File: src/rtl/mem_loader_pkg.sv
// Shared types and constants for the framed-byte-stream memory loader.
package mem_loader_pkg;

    typedef enum logic [2:0] {
        ST_CMD,
        ST_ADDR,
        ST_COUNT,
        ST_DATA,
        ST_CKSUM
    } state_e;

    localparam logic [7:0] CMD_IMEM       = 8'hA0;
    localparam logic [7:0] CMD_DMEM       = 8'hA1;
    localparam int         BYTES_PER_WORD = 4;

endpackage

File: src/rtl/mem_loader_word_packer.sv
// Little-endian byte-to-word packer: shifts bytes in from the top and
// flags the byte that completes a word so the caller can register it.
module word_packer
    import mem_loader_pkg::*;
(
    input  logic        clock,
    input  logic        reset,
    input  logic        clear_i,
    input  logic        byte_valid_i,
    input  logic [7:0]  byte_i,
    output logic        word_valid_o,
    output logic [31:0] word_o
);

    localparam int IDX_W = $clog2(BYTES_PER_WORD);

    logic [IDX_W-1:0] idx_q, idx_d;
    logic [31:0]      shreg_q, shreg_d;

    // NOTE: defaults first so this combinational block can never infer a latch.
    always_comb begin
        idx_d   = idx_q;
        shreg_d = shreg_q;
        if (clear_i) begin
            idx_d   = '0;
            shreg_d = '0;
        end else if (byte_valid_i) begin
            idx_d   = idx_q + 1'b1;
            shreg_d = {byte_i, shreg_q[31:8]};
        end
    end

    // NOTE: sequential state uses <= so every register samples pre-edge values.
    always_ff @(posedge clock) begin
        if (reset) begin
            idx_q   <= '0;
            shreg_q <= '0;
        end else begin
            idx_q   <= idx_d;
            shreg_q <= shreg_d;
        end
    end

    // The completing byte lands in the top lane, earlier bytes already shifted down.
    assign word_valid_o = byte_valid_i && (idx_q == IDX_W'(BYTES_PER_WORD - 1));
    assign word_o       = {byte_i, shreg_q[31:8]};

endmodule

File: src/rtl/mem_loader.sv
// Framed byte-stream loader writing 32-bit words into IMem/DMem.
// Define MEM_LOADER_CKSUM_EN to require a trailing 8-bit checksum byte per frame.
module mem_loader
    import mem_loader_pkg::*;
#(
    parameter int ADDR_W = 8,
    parameter int DATA_W = 32
) (
    input  logic              clock,
    input  logic              reset,
    input  logic              in_valid,
    output logic              in_ready,
    input  logic [7:0]        in_data,
    output logic              imem_we,
    output logic              dmem_we,
    output logic [ADDR_W-1:0] mem_addr,
    output logic [DATA_W-1:0] mem_wdata,
    output logic              busy,
    output logic              done,
    output logic              err
);

    state_e            state_q;
    logic              tgt_dmem_q;
    logic [ADDR_W-1:0] addr_q;
    logic [8:0]        cnt_q;
    logic              imem_we_q, dmem_we_q, done_q, err_q;
    logic [ADDR_W-1:0] mem_addr_q;
    logic [DATA_W-1:0] mem_wdata_q;
`ifdef MEM_LOADER_CKSUM_EN
    logic [7:0]        sum_q;
`endif

    logic        word_valid;
    logic [31:0] packed_word;

    word_packer u_packer (
        .clock        (clock),
        .reset        (reset),
        .clear_i      (in_valid && (state_q == ST_COUNT)),
        .byte_valid_i (in_valid && (state_q == ST_DATA)),
        .byte_i       (in_data),
        .word_valid_o (word_valid),
        .word_o       (packed_word)
    );

    always_ff @(posedge clock) begin
        if (reset) begin
            state_q     <= ST_CMD;
            tgt_dmem_q  <= 1'b0;
            addr_q      <= '0;
            cnt_q       <= '0;
            imem_we_q   <= 1'b0;
            dmem_we_q   <= 1'b0;
            done_q      <= 1'b0;
            err_q       <= 1'b0;
            mem_addr_q  <= '0;
            mem_wdata_q <= '0;
`ifdef MEM_LOADER_CKSUM_EN
            sum_q       <= '0;
`endif
        end else begin
            // Strobes and status are single-cycle pulses.
            imem_we_q <= 1'b0;
            dmem_we_q <= 1'b0;
            done_q    <= 1'b0;
            err_q     <= 1'b0;
            case (state_q)
                ST_CMD: if (in_valid) begin
                    if (in_data == CMD_IMEM || in_data == CMD_DMEM) begin
                        tgt_dmem_q <= (in_data == CMD_DMEM);
                        state_q    <= ST_ADDR;
                    end else begin
                        err_q <= 1'b1;
                    end
                end
                ST_ADDR: if (in_valid) begin
                    addr_q  <= ADDR_W'(in_data);
                    state_q <= ST_COUNT;
                end
                ST_COUNT: if (in_valid) begin
                    cnt_q   <= (in_data == 8'd0) ? 9'd256 : {1'b0, in_data};
`ifdef MEM_LOADER_CKSUM_EN
                    sum_q   <= '0;
`endif
                    state_q <= ST_DATA;
                end
                ST_DATA: if (in_valid) begin
`ifdef MEM_LOADER_CKSUM_EN
                    sum_q <= sum_q + in_data;
`endif
                    if (word_valid) begin
                        imem_we_q   <= !tgt_dmem_q;
                        dmem_we_q   <= tgt_dmem_q;
                        mem_addr_q  <= addr_q;
                        mem_wdata_q <= DATA_W'(packed_word);
                        addr_q      <= addr_q + 1'b1;
                        cnt_q       <= cnt_q - 9'd1;
                        if (cnt_q == 9'd1) begin
`ifdef MEM_LOADER_CKSUM_EN
                            state_q <= ST_CKSUM;
`else
                            done_q  <= 1'b1;
                            state_q <= ST_CMD;
`endif
                        end
                    end
                end
`ifdef MEM_LOADER_CKSUM_EN
                ST_CKSUM: if (in_valid) begin
                    done_q  <= (in_data == sum_q);
                    err_q   <= (in_data != sum_q);
                    state_q <= ST_CMD;
                end
`endif
                default: state_q <= ST_CMD;
            endcase
        end
    end

    assign in_ready  = 1'b1;
    assign busy      = (state_q != ST_CMD);
    assign imem_we   = imem_we_q;
    assign dmem_we   = dmem_we_q;
    assign mem_addr  = mem_addr_q;
    assign mem_wdata = mem_wdata_q;
    assign done      = done_q;
    assign err       = err_q;

endmodule
File: config.mk
export PLATFORM = sky130hd
export DESIGN_NAME = mem_loader
export DESIGN_NICKNAME = d
export VERILOG_FILES = /design/src/rtl/mem_loader_pkg.sv /design/src/rtl/mem_loader_word_packer.sv /design/src/rtl/mem_loader.sv
export SDC_FILE = /design/constraint.sdc
export NUM_CORES = 1
export LEC_CHECK = 0
export BUFFER_PORTS_ARGS = -buffer_cell sky130_fd_sc_hd__buf_2
export CORE_MARGIN = 2
export CORE_UTILIZATION = 40
export CTS_BUF_LIST = sky130_fd_sc_hd__clkbuf_8
export DETAILED_ROUTE_END_ITERATION = 8
export GPL_ROUTABILITY_DRIVEN = 0
export SYNTH_ARGS = -nofsm -noshare
export SYNTH_HDL_FRONTEND = slang
export SYNTH_SLANG_ARGS = --single-unit
File: constraint.sdc
create_clock -name clock -period 1.9 [get_ports clock]
set_clock_uncertainty 0.2 [all_clocks]
set_input_delay 0.475 -clock clock [delete_from_list [all_inputs] [get_ports clock]]
set_output_delay 0.475 -clock clock [all_outputs]
set_load 0.03 [all_outputs]
==> Word level (Yosys, flattened, before mapping) <==
Index checks and enable logic that the tools add are counted.
Widths: inputs -> output; s select.
{ "classes": {"addsub": 3, "eq_ne": 14, "mux": 19, "bitwise": 4, "reduce_logical": 18} }
{ "ops": {"columns": ["cell", "n"], "rows": [
  ["$mux 9", 4],
  ["$mux 8", 3],
  ["$mux 3", 7],
  ["$pmux 9 s2", 1],
  ["$eq 8x8->1 const B", 2],
  ["$pmux 8 s2", 1],
  ["$pmux 3 s4", 1],
  ["$ne 2x2->1 const B", 5],
  ["$eq 9x1->1 const B", 1],
  ["$sub 9x1->9 const B", 1],
  ["$add 8x1->8 const B", 1],
  ["$logic_not 8->1", 1],
  ["$reduce_and 4->1", 2],
  ["$reduce_and 7->1", 1],
  ["$eq 3x2->1 const B", 2],
  ["$reduce_and 3->1", 2],
  ["$ne 2x1->1 const B", 2],
  ["$not 1->1", 4],
  ["$reduce_bool 2->1", 2],
  ["$reduce_or 4->1", 1],
  ["$eq 3x1->1 const B", 1],
  ["$logic_and 1x1->1", 3],
  ["$logic_not 3->1", 1],
  ["$reduce_bool 3->1", 1],
  ["other kinds (7)", 8]
]} }
{ "totals": {"ff_bits": 99, "inputBits": 11, "out_inout_bits": 46, "wordCells": 70} }

==> Depth between registers and ports, before layout <==
Gate-level depths: netlist of run 1.
{ "depth": {"word_depth": 6, "ltp_mapped": 7, "ltp_nobuf": 6} }

==> Modules after synthesis <==
From an unflattened synthesis of run 1, not the netlist that was laid out.
{ "unflattened": {"hier_cells": 455, "area_unflattened_um2": 3852.4} }
{ "modules_own_cells": {"columns": ["module", "instances", "cells_per_inst", "area_per_inst_um2", "seq_area_each_um2"], "rows": [
  ["mem_loader", 1, 360, 2812.7, 1281.2],
  ["word_packer", 1, 95, 1039.7, 520.5]
]} }

==> Worst setup path after synthesis of run 1 <==
OpenSTA, ideal clock, no wires.
{ "synth_timing": {"kind": "input -> register", "startpoint": "in in_data[2]", "endpoint": "reg state_q[1]", "arrival_ns": 1.778, "setup_slack_ns": -0.150, "cell_stages": 4, "n_path_buf": 0, "cell_sequence": "or4_1 > or3_1 > a22oi_1 > mux2i_1"} }
{ "synth_via": {"elab_chain_len": 4, "word_cells_on_any_way": 5} }
{ "synth_lines": {"columns": ["item", "line", "rtl"], "rows": [
  ["from (decl)", "mem_loader.sv:13", "input logic [7:0] in_data,"],
  ["$eq 8x8->1", "mem_loader.sv:70", "if (in_data == CMD_IMEM || in_data == CMD_DMEM) begin"],
  ["$logic_or 1x1->1 (*)", "mem_loader.sv:70", null],
  ["$ne 2x2->1 (no source line) (*)", null, null],
  ["$reduce_and 7->1 (no source line) (*)", null, null],
  ["to (signal assigned)", "mem_loader.sv:72", "state_q <= ST_ADDR;"],
  ["to (signal assigned)", "mem_loader.sv:79", "state_q <= ST_COUNT;"],
  ["to (signal assigned)", "mem_loader.sv:86", "state_q <= ST_DATA;"],
  ["to (decl)", "mem_loader.sv:23", "state_e state_q;"]
]} }
Mark *: on every way between the ends. The rest lies on a longest branch, timed or not.
A chain may end at the register's enable or synchronous reset.

==> Final worst setup path of run 1 <==
{ "layout_timing": {"startpoint": "reg cnt_q[1]", "endpoint": "reg cnt_q[7]"} }
{ "layout_via": {"elab_chain_len": 4} }
{ "layout_lines": {"columns": ["item", "line", "rtl"], "rows": [
  ["from (decl)", "mem_loader.sv:26", "logic [8:0] cnt_q;"],
  ["from (signal assigned)", "mem_loader.sv:82", "cnt_q <= (in_data == 8'd0) ? 9'd256 : {1'b0, in_data};"],
  ["from (signal assigned)", "mem_loader.sv:98", "cnt_q <= cnt_q - 9'd1;"],
  ["$sub 9x1->9", "mem_loader.sv:98", null],
  ["$mux 9", "mem_loader.sv:92", "if (word_valid) begin"],
  ["$mux 9", "mem_loader.sv:88", "ST_DATA: if (in_valid) begin"],
  ["$pmux 9 s2", "mem_loader.sv:68", "case (state_q)"]
]} }
Every way passes these cells. The select of a mux whose other input is x is not followed.

==> results of run 1 <==
[critical path, stage by stage, from the launching register on]
cell	delay [ns]
dfxtp_2	0.33
or4_4	0.53
or4_4	0.43
a21o_1	0.18
a221oi_2	0.20
[area by class of cell]
type	count	area (sq um)	area share [%]
Clock inverter	6	50.0	1.11
Tap cell	111	139	3.09
Multi-Input combinational cell	341	1770	39.3
Inverter	7	26.3	0.585
Clock buffer	9	124	2.76
Timing Repair Buffer	89	574	12.8
Sequential cell	90	1810	40.3
[state kept, by name, summed over array words and instances (netlist names)]
name              flops
mem_addr              8
dmem_we               1
tgt_dmem_q            1
imem_we               1
cnt_q                 9
err                   1
u_packer.idx_q        2
addr_q                8
mem_wdata            32
state_q               2
done                  1
u_packer.shreg_q     24
[kinds of logic (layout without fill, tap and decap cells)]
logic type	after synthesis	in the layout	synth area share, %
flops	90	90	48.9
fa+ha+maj	8	8	2.72
xor+xnor	1	1	0.238
mux	5	5	1.43
buf+inv	39	111	4.07
compound gates	117	117	17.7
simple gates	209	209	24.9
other cells	1	1	0.102
[per-stage QoR]
step                      total power (W)  setup TNS, ns  area, sq um  worst slack (ns)  utilization (%)
after global placement            0.00205         -0.632         4270            -0.236             46.9
final                             0.00319        -0.0422         4490           -0.0422             49.3
after global routing              0.00332         -0.108         4490            -0.108             49.3
after floorplan                   0.00199         -0.103         3700           -0.0754                -
after CTS                         0.00322        -0.0364         4460           -0.0364             49.0
after detailed placement          0.00205         -0.769         4270            -0.274             46.9
[layout by cell type (no fill, tap or decap), drive strengths merged, types with 3 or more instances in the layout]
cell type and instances:
nand4 3, nor2 13, or4 4, inv 9
dfxtp 90, ha 8, nand2 150, o21ai 17
buf 89, nor2b 9, nor3b 4, nor3 7
a21oi 82, and2 5, clkbuf 9, mux2i 3
nand3 4
[final timing paths]
| check | to | slack, ns | cells after the start |
|---|---|---|---|
| setup / recovery | cnt_q[7] | -0.04 | 4 |
| hold / removal | mem_wdata[25] | 0.23 | 3 |
| setup reg to reg | cnt_q[7] | -0.04 | 4 |
| hold reg to reg | mem_wdata[16] | 0.26 | 2 |
[where the power goes]
part / internal, W / leakage [nW] / switching, W
sequential: 0.00188 / 0.727 / 0.00000242
combinational: 0.0000424 / 0.913 / 0.0000761
clock: 0.000482 / 0.0823 / 0.000703
[timing repair]
| action | 4_1_cts | 5_1_grt |
|---|---|---|
| buffers inserted | 0 | 1 |
| gates resized for setup | 5 | 8 |
| hold buffers | 0 | 0 |
| endpoints found under the setup margin | 3 | 33 |
| pin swaps | 0 | 1 |
[routing by layer]
| metal | global-route usage [%] | up-vias |
|---|---|---|
| li1 | - | 1710 |
| met2 | 30.0 | 73 |
| met1 | 27.5 | 1633 |
| met3 | 3.20 | 13 |
| met4 | 7.38 | 0 |
| met5 | 0 | - |
==> out/qor.txt, run 1 <==
Status - complete, but fails checks
Violated checks - setup timing
Clock tree sinks - 90
All-layer global routing usage - 19.5%
DRT iter0 DRCs - 136
Mapped Nets - 489
Peak supply drop - 0.000319 V
Fillers - 904
Metal3 WL - 354 microns
Fraction of registers with async set/reset - 0%
Power per cell area - 710 mW/mm^2
Max-cap viol count - 0
Yosys top cell area share - 48.9%
Unrepaired setup endpoints after global routing - true
# DRC - 0
Vias - 3429
First-pass GRT wire length - 15.6 mm
Port Buffer Count - 55
Max frequency - 515 MHz
Startpoint Class - register
Clk_lat worst skew - 0.36 ns
Post-route ant nets - 0
Core Rows - 35
DR top layer - met4
Non-Filler Instances - 653
Post-synthesis sequential area ratio - 48.9%
Crit share post-route - 102%
Die Ht - 100 microns
Drt pass-1 iters - 4
Yosys cell types - 45
CP endpoint kind - register
WL final - 9.38 mm
CP required - 1.97 ns
Crit path max fanout - 2
Worst Setup SP - cnt_q[1]
Main area contributors after synthesis - dfxtp_1, nand2_1, a21oi_1
Io pins - 57
Reg clk slew, reported paths - 0.09 ns
Max H-tree Level - 3
Yosys top cell by area - dfxtp_1
Placed insts - 637
Vias in the first global route - 3183
Overflow after GRT - 0
Die area - 0.0100 sq mm
YS warnings - 0
Final Hold Fails - 0
Antenna violations before repair - 0
CTS buffer count - 9
Fin crit period - 1.94 ns
Nets - 557
Largest net degree at the start of global routing - 42
Syn_area_per_cell - 7.84 sq um
Post-Syn Area - 0.00368 sq mm
CP Data Arrival Time - 2.01 ns
Layout cells sized above 1 - 22.5%
Min-Delay Path Class - input port to register
Min-delay src - in_data[1]
Cell leakage power - 1.72 nW
Clock buffer depth - 2
Metal-1 WL - 4.61 mm
Die width - 100 microns
Initial Util - 40.5%
Final worst slack - -0.0422 ns
Top FF cell, synth - dfxtp_1
Hold_ws - 0.233 ns
Vias/cell - 5.25
Most frequent cells after synthesis - nand2_1, dfxtp_1, a21oi_1
Placeable Area - 0.00911 sq mm
Detailed-placement wirelength estimate - 6.72 mm
Cell count after synthesis - 470
Worst r2r src - cnt_q[1]
CTS root buf - clkbuf_8
Wirelength per Cell - 14.4 microns
Met2 WL - 4.25 mm
Critical path type - register to register
Antenna cells - 0
Flops & latches, synth - 90
Setup Viol. Count Final - 1
TritonCTS clock tree - yes
EDFF count, synth - 0
Synth-to-layout area growth - 21.9%
Final Max Slew Viols - 0
Top-count cell post-synth - nand2_1
Note: power is estimated with default switching activity, not from simulation.
==> run 2: changes to the inputs <==
--- a/config.mk
+++ b/config.mk
@@ -8,7 +8,7 @@
 export BUFFER_PORTS_ARGS = -buffer_cell sky130_fd_sc_hd__buf_2
 export CORE_MARGIN = 2
 export CORE_UTILIZATION = 40
-export CTS_BUF_LIST = sky130_fd_sc_hd__clkbuf_8
+export CTS_BUF_LIST = sky130_fd_sc_hd__clkbuf_16
 export DETAILED_ROUTE_END_ITERATION = 8
 export GPL_ROUTABILITY_DRIVEN = 0
 export SYNTH_ARGS = -nofsm -noshare
==> out/qor.txt, run 2 (synthesis results as in run 1) <==
Status - complete, but fails checks
Violated checks - setup timing
Final worst slack - -0.0372 ns (+0.00507 ns)
Port Buffer Count - 55 (unchanged)
Detailed-placement wirelength estimate - 6.72 mm (unchanged)
Die width - 100 microns (unchanged)
# Post-CTS Setup Buffers - 0 (unchanged)
Post-route ant nets - 0 (unchanged)
First-pass GRT wire length - 15.7 mm (+0.67%)
Placed insts - 637 (unchanged)
Largest net degree at the start of global routing - 42 (unchanged)
Crit share post-route - 102% (-0.27 points)
Antenna cells - 0 (unchanged)
Unrepaired setup endpoints after global routing - true
Clock buffer depth - 2 (unchanged)
Overflow after GRT - 0 (unchanged)
Antenna violations before repair - 0 (unchanged)
Peak supply drop - 0.000558 V (+75%)
Io pins - 57 (unchanged)
Power per cell area - 803 mW/mm^2 (+13%)
Setup Viol. Count Final - 1 (unchanged)
WL final - 9.41 mm (+0.39%)
Tot Pwr - 0.00367 W (+15%)
Nets - 556 (-0.18%)
CP endpoint kind - register
Synth-to-layout area growth - 23.9%
Final Max Slew Viols - 0 (unchanged)
Largest register FFs - 32 (unchanged)
TritonCTS clock tree - yes
CTS buffer count - 9 (unchanged)
Worst path max stage delay - 0.53 ns (about the same)
Clk_lat worst skew - 0.34 ns (-0.02 ns)
Design Area, Final - 0.00457 sq mm (+1.7%)
Vias - 3406 (-0.67%)
Die area - 0.0100 sq mm (unchanged)
Placeable Area - 0.00911 sq mm (unchanged)
Crit-path cells - or4_4 > or4_4 > a21o_1 > a221oi_2
CP Data Arrival Time - 1.99 ns (-0.02 ns)
CTS Hold Bufs - 0 (unchanged)
Core Rows - 35 (unchanged)
Max H-tree Level - 3 (unchanged)
Drt pass-1 iters - 4 (unchanged)
Highest-count cells in the layout ignoring fill and taps - nand2_1, dfxtp_1, a21oi_1
Max frequency - 516 MHz (+0.26%)
All-layer global routing usage - 19.6% (+0.14 points)
Layout cells sized above 1 - 22.0% (-0.51 points)
Fin crit period - 1.94 ns (-0.00507 ns)
Initial Util - 40.5% (unchanged)
Post-CTS resize count - 5 (unchanged)
Slowest CP cell - or4_4
Hold_ws - 0.252 ns (+0.0196 ns)
Non-Filler Instances - 652 (-0.15%)
Max-cap viol count - 0 (unchanged)
DRT iter0 DRCs - 142 (+4.4%)
Die Ht - 100 microns (unchanged)
Wirelength per Cell - 14.4 microns (+0.55%)
Delay-heaviest family, CP - simple AND/OR/NAND/NOR gates
# DRC - 0 (unchanged)
Vias/cell - 5.22 (-0.52%)
Worst path most repeated cell - or4_4
Cell leakage power - 1.76 nW (+2.3%)
CP required - 1.95 ns (-0.02 ns)
Clock tree sinks - 90 (unchanged)
Startpoint Class - register
Reg clk slew, reported paths - 0.07 ns (-0.02 ns)
Min-Delay Path Class - register to register
Crit path max fanout - 2 (unchanged)
Placed cell area - 0.00427 sq mm (unchanged)
Vias in the first global route - 3200 (+0.53%)
CTS root buf - clkbuf_16
Final Hold Fails - 0 (unchanged)
Critical path type - register to register
Most common cell after layout, fill and taps aside - nand2_1
Bufs and invs on worst path - 0 (unchanged)
[run 2: worst reg2reg max path: cells and delay by family (launching register included)]
| kind | cells | cell delay [ns] |
|---|---|---|
| AOI/OAI and AO/OA | 2 | 0.38 |
| and+or+nand+nor | 2 | 0.96 |
| DFF | 1 | 0.32 |
[run 2: through the flow]
| step | utilization (%) | TNS, ns | worst slack [ns] |
|---|---|---|---|
| after global placement | 46.9 | -0.632 | -0.236 |
| final | 50.1 | -0.0372 | -0.0372 |
| after floorplan | - | -0.103 | -0.0754 |
| after CTS | 50.0 | -0.0310 | -0.0310 |
| after detailed placement | 46.9 | -0.769 | -0.274 |
| after global routing | 50.1 | -0.109 | -0.102 |
[run 2: routing by layer]
metal  vias to the layer above  wire (microns)  global-route usage [%]
li1                       1709               -                       -
met1                      1601            4590                    27.4
met2                        89            4230                    30.5
met3                         7             475                    4.25
met4                         0             113                    6.01
met5                         -               0                       0
[run 2: path summary, 6_finish.rpt]
path           startpoint            to  slack (ns)  cells after the start
min          mem_wdata[3]  mem_wdata[3]        0.25                      2
min reg2reg  mem_wdata[3]  mem_wdata[3]        0.25                      2
max reg2reg      cnt_q[1]      cnt_q[7]       -0.04                      4
max              cnt_q[1]      cnt_q[7]       -0.04                      4
[run 2: layout make-up]
class,count,area [sq um]
flip-flops and latches,90,1810
repair buffers,88,563
well taps,111,139
fillers,891,4540
inverters,7,26.3
clock inverters,6,50.0
multi-input cells,341,1760
clock buffers,9,225
[run 2: power breakdown]
group          internal [W]  switching (W)  leakage, nW  total [W]
logic             0.0000422      0.0000763        0.908   0.000119
clock network      0.000893       0.000767        0.129    0.00166
registers           0.00189     0.00000227        0.727    0.00189
total               0.00282       0.000846         1.76    0.00367
